**src/rtl/cacheline_adaptor.sv**
```systemverilog
// Bridges 256-bit cacheline requests from the eviction write buffer to 4-beat
// 64-bit memory bursts; assembles read beats and serializes write lines.
module cacheline_adaptor #(
    parameter int LINE_W  = 256,
    parameter int BURST_W = 64,
    parameter int BEATS   = 4
) (
    input  logic               clk,
    input  logic               rst,
    input  logic               read_i,
    input  logic               write_i,
    input  logic [31:0]        address_i,
    input  logic [LINE_W-1:0]  line_i,
    output logic [LINE_W-1:0]  line_o,
    output logic               resp_o,
    output logic [31:0]        address_o,
    output logic               read_o,
    output logic               write_o,
    input  logic [BURST_W-1:0] burst_i,
    output logic [BURST_W-1:0] burst_o,
    input  logic               resp_i
);

    localparam int CNT_W = (BEATS > 1) ? $clog2(BEATS) : 1;
    localparam int OFS_W = $clog2(LINE_W / 8);

    typedef enum logic [2:0] {IDLE, RD_BURST, RD_DONE, WR_BURST, WR_DONE} state_t;

    state_t             state, state_n;
    logic [CNT_W-1:0]   cnt;
    logic [LINE_W-1:0]  rd_line;
    logic [LINE_W-1:0]  wr_line;
    logic [31:0]        addr_reg;
    logic               last_beat;
    logic               unused_ofs;

    // Byte offset within the line is dropped; the burst always starts aligned.
    assign unused_ofs = ^address_i[OFS_W-1:0];
    assign last_beat  = resp_i && (cnt == CNT_W'(BEATS - 1));

    always_comb begin
        state_n = state;
        case (state)
            IDLE: begin
                if (write_i)     state_n = WR_BURST;
                else if (read_i) state_n = RD_BURST;
            end
            RD_BURST: if (last_beat) state_n = RD_DONE;
            RD_DONE:  state_n = IDLE;
            WR_BURST: if (last_beat) state_n = WR_DONE;
            WR_DONE:  state_n = IDLE;
            default:  state_n = IDLE;
        endcase
    end

    // Read and write lines live in separate registers so line_o survives
    // intervening write bursts until the next read overwrites it.
    always_ff @(posedge clk) begin
        if (rst) begin
            state    <= IDLE;
            cnt      <= '0;
            rd_line  <= '0;
            wr_line  <= '0;
            addr_reg <= '0;
        end else begin
            state <= state_n;
            case (state)
                IDLE: begin
                    if (write_i) begin
                        wr_line  <= line_i;
                        addr_reg <= {address_i[31:OFS_W], OFS_W'(0)};
                        cnt      <= '0;
                    end else if (read_i) begin
                        addr_reg <= {address_i[31:OFS_W], OFS_W'(0)};
                        cnt      <= '0;
                    end
                end
                RD_BURST: begin
                    if (resp_i) begin
                        rd_line[cnt*BURST_W +: BURST_W] <= burst_i;
                        cnt <= cnt + 1'b1;
                    end
                end
                WR_BURST: begin
                    if (resp_i) cnt <= cnt + 1'b1;
                end
                default: ;
            endcase
        end
    end

    assign line_o    = rd_line;
    assign address_o = addr_reg;
    assign read_o    = (state == RD_BURST);
    assign write_o   = (state == WR_BURST);
    assign resp_o    = (state == RD_DONE) || (state == WR_DONE);
    assign burst_o   = wr_line[cnt*BURST_W +: BURST_W];

endmodule

```
**config.mk**
```make
export PLATFORM = sky130hd
export DESIGN_NAME = cacheline_adaptor
export DESIGN_NICKNAME = d
export VERILOG_FILES = /design/src/rtl/cacheline_adaptor.sv
export SDC_FILE = /design/constraint.sdc
export NUM_CORES = 1
export LEC_CHECK = 0
export CAP_MARGIN = 10
export CORE_AREA = 2 2 279 281
export DETAILED_ROUTE_END_ITERATION = 10
export DIE_AREA = 0 0 281 283
export PLACE_DENSITY_LB_ADDON = 0.2
export RECOVER_POWER = 25
export REMOVE_ABC_BUFFERS = 1
export SLEW_MARGIN = 20
export SYNTH_ARGS = -nofsm -noshare
export SYNTH_HDL_FRONTEND = slang
export SYNTH_SLANG_ARGS = --single-unit
export TNS_END_PERCENT = 30
```
**constraint.sdc**
```tcl
create_clock -name clk -period 7.8 [get_ports clk]
set_clock_uncertainty 0.2 [all_clocks]
set_input_delay 1.17 -clock clk [delete_from_list [all_inputs] [get_ports clk]]
set_output_delay 1.17 -clock clk [all_outputs]
set_load 0.01 [all_outputs]
```
# Word-level counts from Yosys, hierarchy flattened
# Cells that the tools add are included.
# W data, S select, Z words.
dict set report totals {
  register_bits 549
  elab_cells 42
  output_inout_bits 355
  in_bits 357
}
dict set report classes {
  eq_ne 9
  n_reduce_logical 11
  muxes 12
  n_shift 3
  add_sub_neg 2
}
# op n
set op_table {}
lappend op_table {{$bwmux W256} 1}
lappend op_table {{$shift A64 B34 Y256 const A} 1}
lappend op_table {{$shiftx A256 B9 Y64} 1}
lappend op_table {{$shiftx A64 B34 Y256} 1}
lappend op_table {{$mux W32} 2}
lappend op_table {{$neg A8 Y34} 1}
lappend op_table {{$mux W3} 4}
lappend op_table {{$pmux W3 S3} 1}
lappend op_table {{$eq A3 B2 Y1 const B} 2}
lappend op_table {{$mux W2} 3}
lappend op_table {{$ne A2 B1 Y1 const B} 3}
lappend op_table {{$reduce_and A2 Y1} 3}
lappend op_table {{$reduce_and A3 Y1} 2}
lappend op_table {{$pmux W2 S2} 1}
lappend op_table {{$reduce_bool A2 Y1} 2}
lappend op_table {{$eq A3 B1 Y1 const B} 1}
lappend op_table {{$eq A3 B3 Y1 const B} 1}
lappend op_table {{$logic_not A3 Y1} 1}
lappend op_table {{$ne A3 B3 Y1 const B} 1}
lappend op_table {{$add A2 B1 Y2 const B} 1}
lappend op_table {{$eq A2 B2 Y1 const B} 1}
lappend op_table {{$reduce_or A2 Y1} 1}
lappend op_table {{$logic_and A1 B1 Y1} 1}
lappend op_table {{$logic_or A1 B1 Y1} 1}

# Depth between registers and ports, before layout
dict set report logic_depth {
  ltp_word 4
  mapped_depth 10
  depth_no_buf 5
}

# Worst setup path before layout
# No wires, ideal clock.
dict set report synth_path {
  path_kind {register to output}
  from {register cnt[0]}
  to {output burst_o[12]}
  slack_ns 4.782
  t_required_ns 6.430
  t_arrival_ns 1.648
  stages_incl_launch_ff 5
  path_buffers 3
  path_cell_list {dfxtp_1 -> buf_2 -> buf_2 -> buf_2 -> mux4_2}
}
dict set report synth_between {
  elab_chain_cells 1
}
# item line_no
set synth_rtl {}
lappend synth_rtl {{from (decl)} 30} ;# logic [CNT_W-1:0] cnt;
lappend synth_rtl {{from (signal assigned)} 81} ;# cnt <= cnt + 1'b1;
lappend synth_rtl {{from (signal assigned)} 85} ;# if (resp_i) cnt <= cnt + 1'b1;
lappend synth_rtl {{$shiftx A256 B9 Y64} 97} ;# assign burst_o = wr_line[cnt*BURST_W +: BURST_W];
lappend synth_rtl {{to (decl)} 20} ;# output logic [BURST_W-1:0] burst_o,
# Every way passes these cells.

# Worst setup path after layout
dict set report layout_path {
  from {input rst}
  to {register wr_line[188]}
}
# item line_no
set layout_rtl {}
lappend layout_rtl {{from (decl)} 9} ;# input logic rst,
lappend layout_rtl {{to (signal assigned)} 70} ;# wr_line <= line_i;
lappend layout_rtl {{to (decl)} 32} ;# logic [LINE_W-1:0] wr_line;
# No word-level cell between the ends.

==> run metrics <==
first-pass GRT wire length=about 130 mm; failing checks=max-capacitance violations, max-slew violations; ys async rst share=0%; post-CTS setup buffers=0; layout cells sized above 1=between 6 and 7%; crit path max fanout=between 150 and 200; min Tclk post-route=~5.5 ns; Synth cell types=40; IO buf count=about 700; via/cell ratio=roughly 5.0; Mean Syn Cell Area=8.54 µm²; area grow syn2layout=43.0%; final non-filler cell total=about 4200; sw power=between 1.5 and 2 mW; core area=approximately 77000 µm²; num rows=around 100; DRC violations left=0; Rel. slew slack=-178%; multi-input logic area=a little over 10000 µm²; detailed-route wire length=~90 mm; Seq pwr share=between 40 and 50%; RSZ-0062 raised after global routing=false; GRT Total Usage=between 20 and 25%; via count=around 21000; CTS Buffer Depth=3; largest net degree at the start of global routing=~220; EDFF count, synth=0; Worst Hold Depth=2; ys flop type=dfxtp_1; Power Dens Cells=between 200 and 250 nW/µm²; mapped cell area=roughly 22000 µm²; worst hold-check path type=flip-flop to flip-flop; H-tree depth=3; data required time of the critical path=~8 ns; outcome=complete, but fails checks; internal power=~5.1 mW; CP Cell Sequence=buf_8 -> clkbuf_2 -> buf_4 -> a21oi_1; worst slew pin tran=~4.2 ns; fin util=a little over two fifths; CTS tree=done; Crit. End Element=flip-flop; maximum vdd ir drop=about 0.13 mV; total iterations of the first detailed-routing run=8; RePlAce Congestion=approximately 0.8; Final Net Count=3500; WP buf/inv=3; register bit total from synthesis=roughly 540; routed len/inst=21.2 µm; Final Hold Vio Count=0; Post-CTS Resized=0; critical path depth=4; Slowest-stage cell, CP=clkbuf_2; total grt overflow=0; antenna-violating nets left=0; max incr delay on CP=around 2.7 ns; # hold bufs at CTS=0; # setup viols final=0; Synth warnings=0; Crit Path Category=input pin to flip-flop; DR iter-0 viols=about 1500; vias in the first global route=just over 20000; Pleak=around 11 nW; die area=a little under 80000 µm²; switch share=between 20% and 30%; starting density of the core=~29%; Ports=about 710; Fmax=182 MHz; FF+latch area=10900 µm²; Seq/Total Area, Yosys=around half; clk slew on worst S/H paths=approximately 0.05 ns; Inst Count DP=about 4100; Slew Viols, Final=roughly 290; period utilisation layout=between 70 and 80%; crit start category=input pin; clock share of power=43.7%; crit-path leading delay family=buffers and inverters; Filler cells=between 7000 and 8000; Worst EP arrival=about 5.7 ns; chip height=approximately 280 µm; max-cap viol count=3; DP HPWL=between 50 and 60 mm; Mapped Cells=2619; initial antenna violation count=15; worst reg2reg path depth=5; CTS buffer count=67; Clock Latency Late Sink=slightly below 0.6 ns; CTS Sinks=between 500 and 600; Logic pwr share=a little over an eighth; Die Wd=~280 µm; Root Buffer Master=clkbuf_16
==> sequential cells by signal, indices dropped and copies added, names as in the netlist <==
name       cells
cnt            2
address_o     27
wr_line      256
line_o       256
state          3
==> per-layer routing <==
layer	GRT usage [%]	vias up	share of wire (%)
li1	-	10206	-
met3	9.14	121	11
met1	26.5	10247	41
met4	5.44	14	2.4
met5	0	-	0.11
met2	34.9	736	46
==> kinds of logic (layout without fill, tap and decap cells) <==
kind of cell | count (synthesis) | count (layout) | share of synthesized area, %
buf+inv | 288 | 850 | 5.52
fa+ha+maj | 5 | 5 | 0.280
simple gates | 977 | 977 | 21.8
compound gates | 712 | 712 | 16.0
mux | 91 | 91 | 7.65
xor+xnor | 1 | 1 | 0.0392
flops | 544 | 544 | 48.7
other cells | 1 | 15 | 0.0168
==> power by group through the flow <==
stage	Clock (mW)	Sequential [mW]	Combinational, mW
after detailed placement	0	3.04	0.957
after floorplan	0	3.04	0.426
after global routing	3.23	2.99	1.03
after CTS	3.12	2.98	0.960
final	3.04	2.97	0.948
after global placement	0	3.03	0.955
==> final timing paths <==
| path | to | slack (ns) | startpoint |
|---|---|---|---|
| setup / recovery | wr_line[188]$_SDFFE_PP0P_ | 2.31 | rst |
| hold / removal | wr_line[167]$_SDFFE_PP0P_ | 0.25 | wr_line[167]$_SDFFE_PP0P_ |
| setup reg to reg | wr_line[231]$_SDFFE_PP0P_ | 3.41 | state[1]$_SDFFE_PP0P_ |
| hold reg to reg | wr_line[167]$_SDFFE_PP0P_ | 0.25 | wr_line[167]$_SDFFE_PP0P_ |
==> worst min-delay path, stage by stage (launching register included) <==
cell and delay, ns:
dfxtp_1 0.30, nand2_1 0.05, a21oi_1 0.05
==> cell usage after synthesis (all sizes together), types with 2 or more instances <==
library cell | instances | area share (%)
dfxtp | 544 | 49
nand2 | 515 | 8.6
a21oi | 449 | 10
nand4 | 256 | 7.2
o21ai | 256 | 5.7
clkbuf | 185 | 3.1
nand2b | 118 | 3.3
buf | 98 | 2.3
mux4 | 64 | 6.4
nor2b | 64 | 1.8
mux2i | 27 | 1.2
ha | 5 | 0.28
inv | 4 | 0.067
nor3b | 4 | 0.13
and2 | 3 | 0.084
nor2 | 3 | 0.050
nor4b | 3 | 0.17
and3 | 2 | 0.056
and3b | 2 | 0.078
==> stage by stage <==
| stage | hold slack (ns) | cell area (µm²) | power [mW] | worst slack, ns | TNS (ns) |
|---|---|---|---|---|---|
| final | 0.249 | 32000 | 6.96 | 2.31 | 0 |
| after global routing | 0.267 | 32000 | 7.25 | 2.04 | 0 |
| after CTS | 0.251 | 32000 | 7.06 | 2.77 | 0 |
| after detailed placement | 0.244 | 29900 | 3.99 | 3.42 | 0 |
| after global placement | 0.239 | 29900 | 3.99 | 3.42 | 0 |
| after floorplan | 0.227 | 21200 | 3.46 | -4.03 | -1204.95 |
==> cells in the final DEF, fill, tap and decap left out, drive strengths merged, types with 2 or more instances in the layout <==
cell type / synthesis / final
nor2: 3 / 3
clkinv: 1 / 7
buf: 98 / 26
dlygate4sd3: 0 / 153
clkdlybuf4s50: 0 / 547
mux4: 64 / 64
nand2b: 118 / 118
mux2i: 27 / 27
and2: 3 / 3
o21ai: 256 / 256
and3: 2 / 2
nand4: 256 / 256
conb: 1 / 5
inv: 4 / 11
nand2: 515 / 515
nor3b: 4 / 4
ha: 5 / 5
nor4b: 3 / 3
nor2b: 64 / 64
and3b: 2 / 2
dfxtp: 544 / 544
a21oi: 449 / 449
clkbuf: 185 / 105
diode: 0 / 10
==> final cells by class <==
type	count	share of cell area, %
Clock buffer	102	6.19
Clock inverter	14	0.454
Inverter	5	0.0665
Tap cell	1040	4.07
Sequential cell	544	34.1
Timing Repair Buffer	729	22.7
Multi-Input combinational cell	1791	32.4
Antenna cell	10	0.0783
Power figures use the tool's default switching activity.
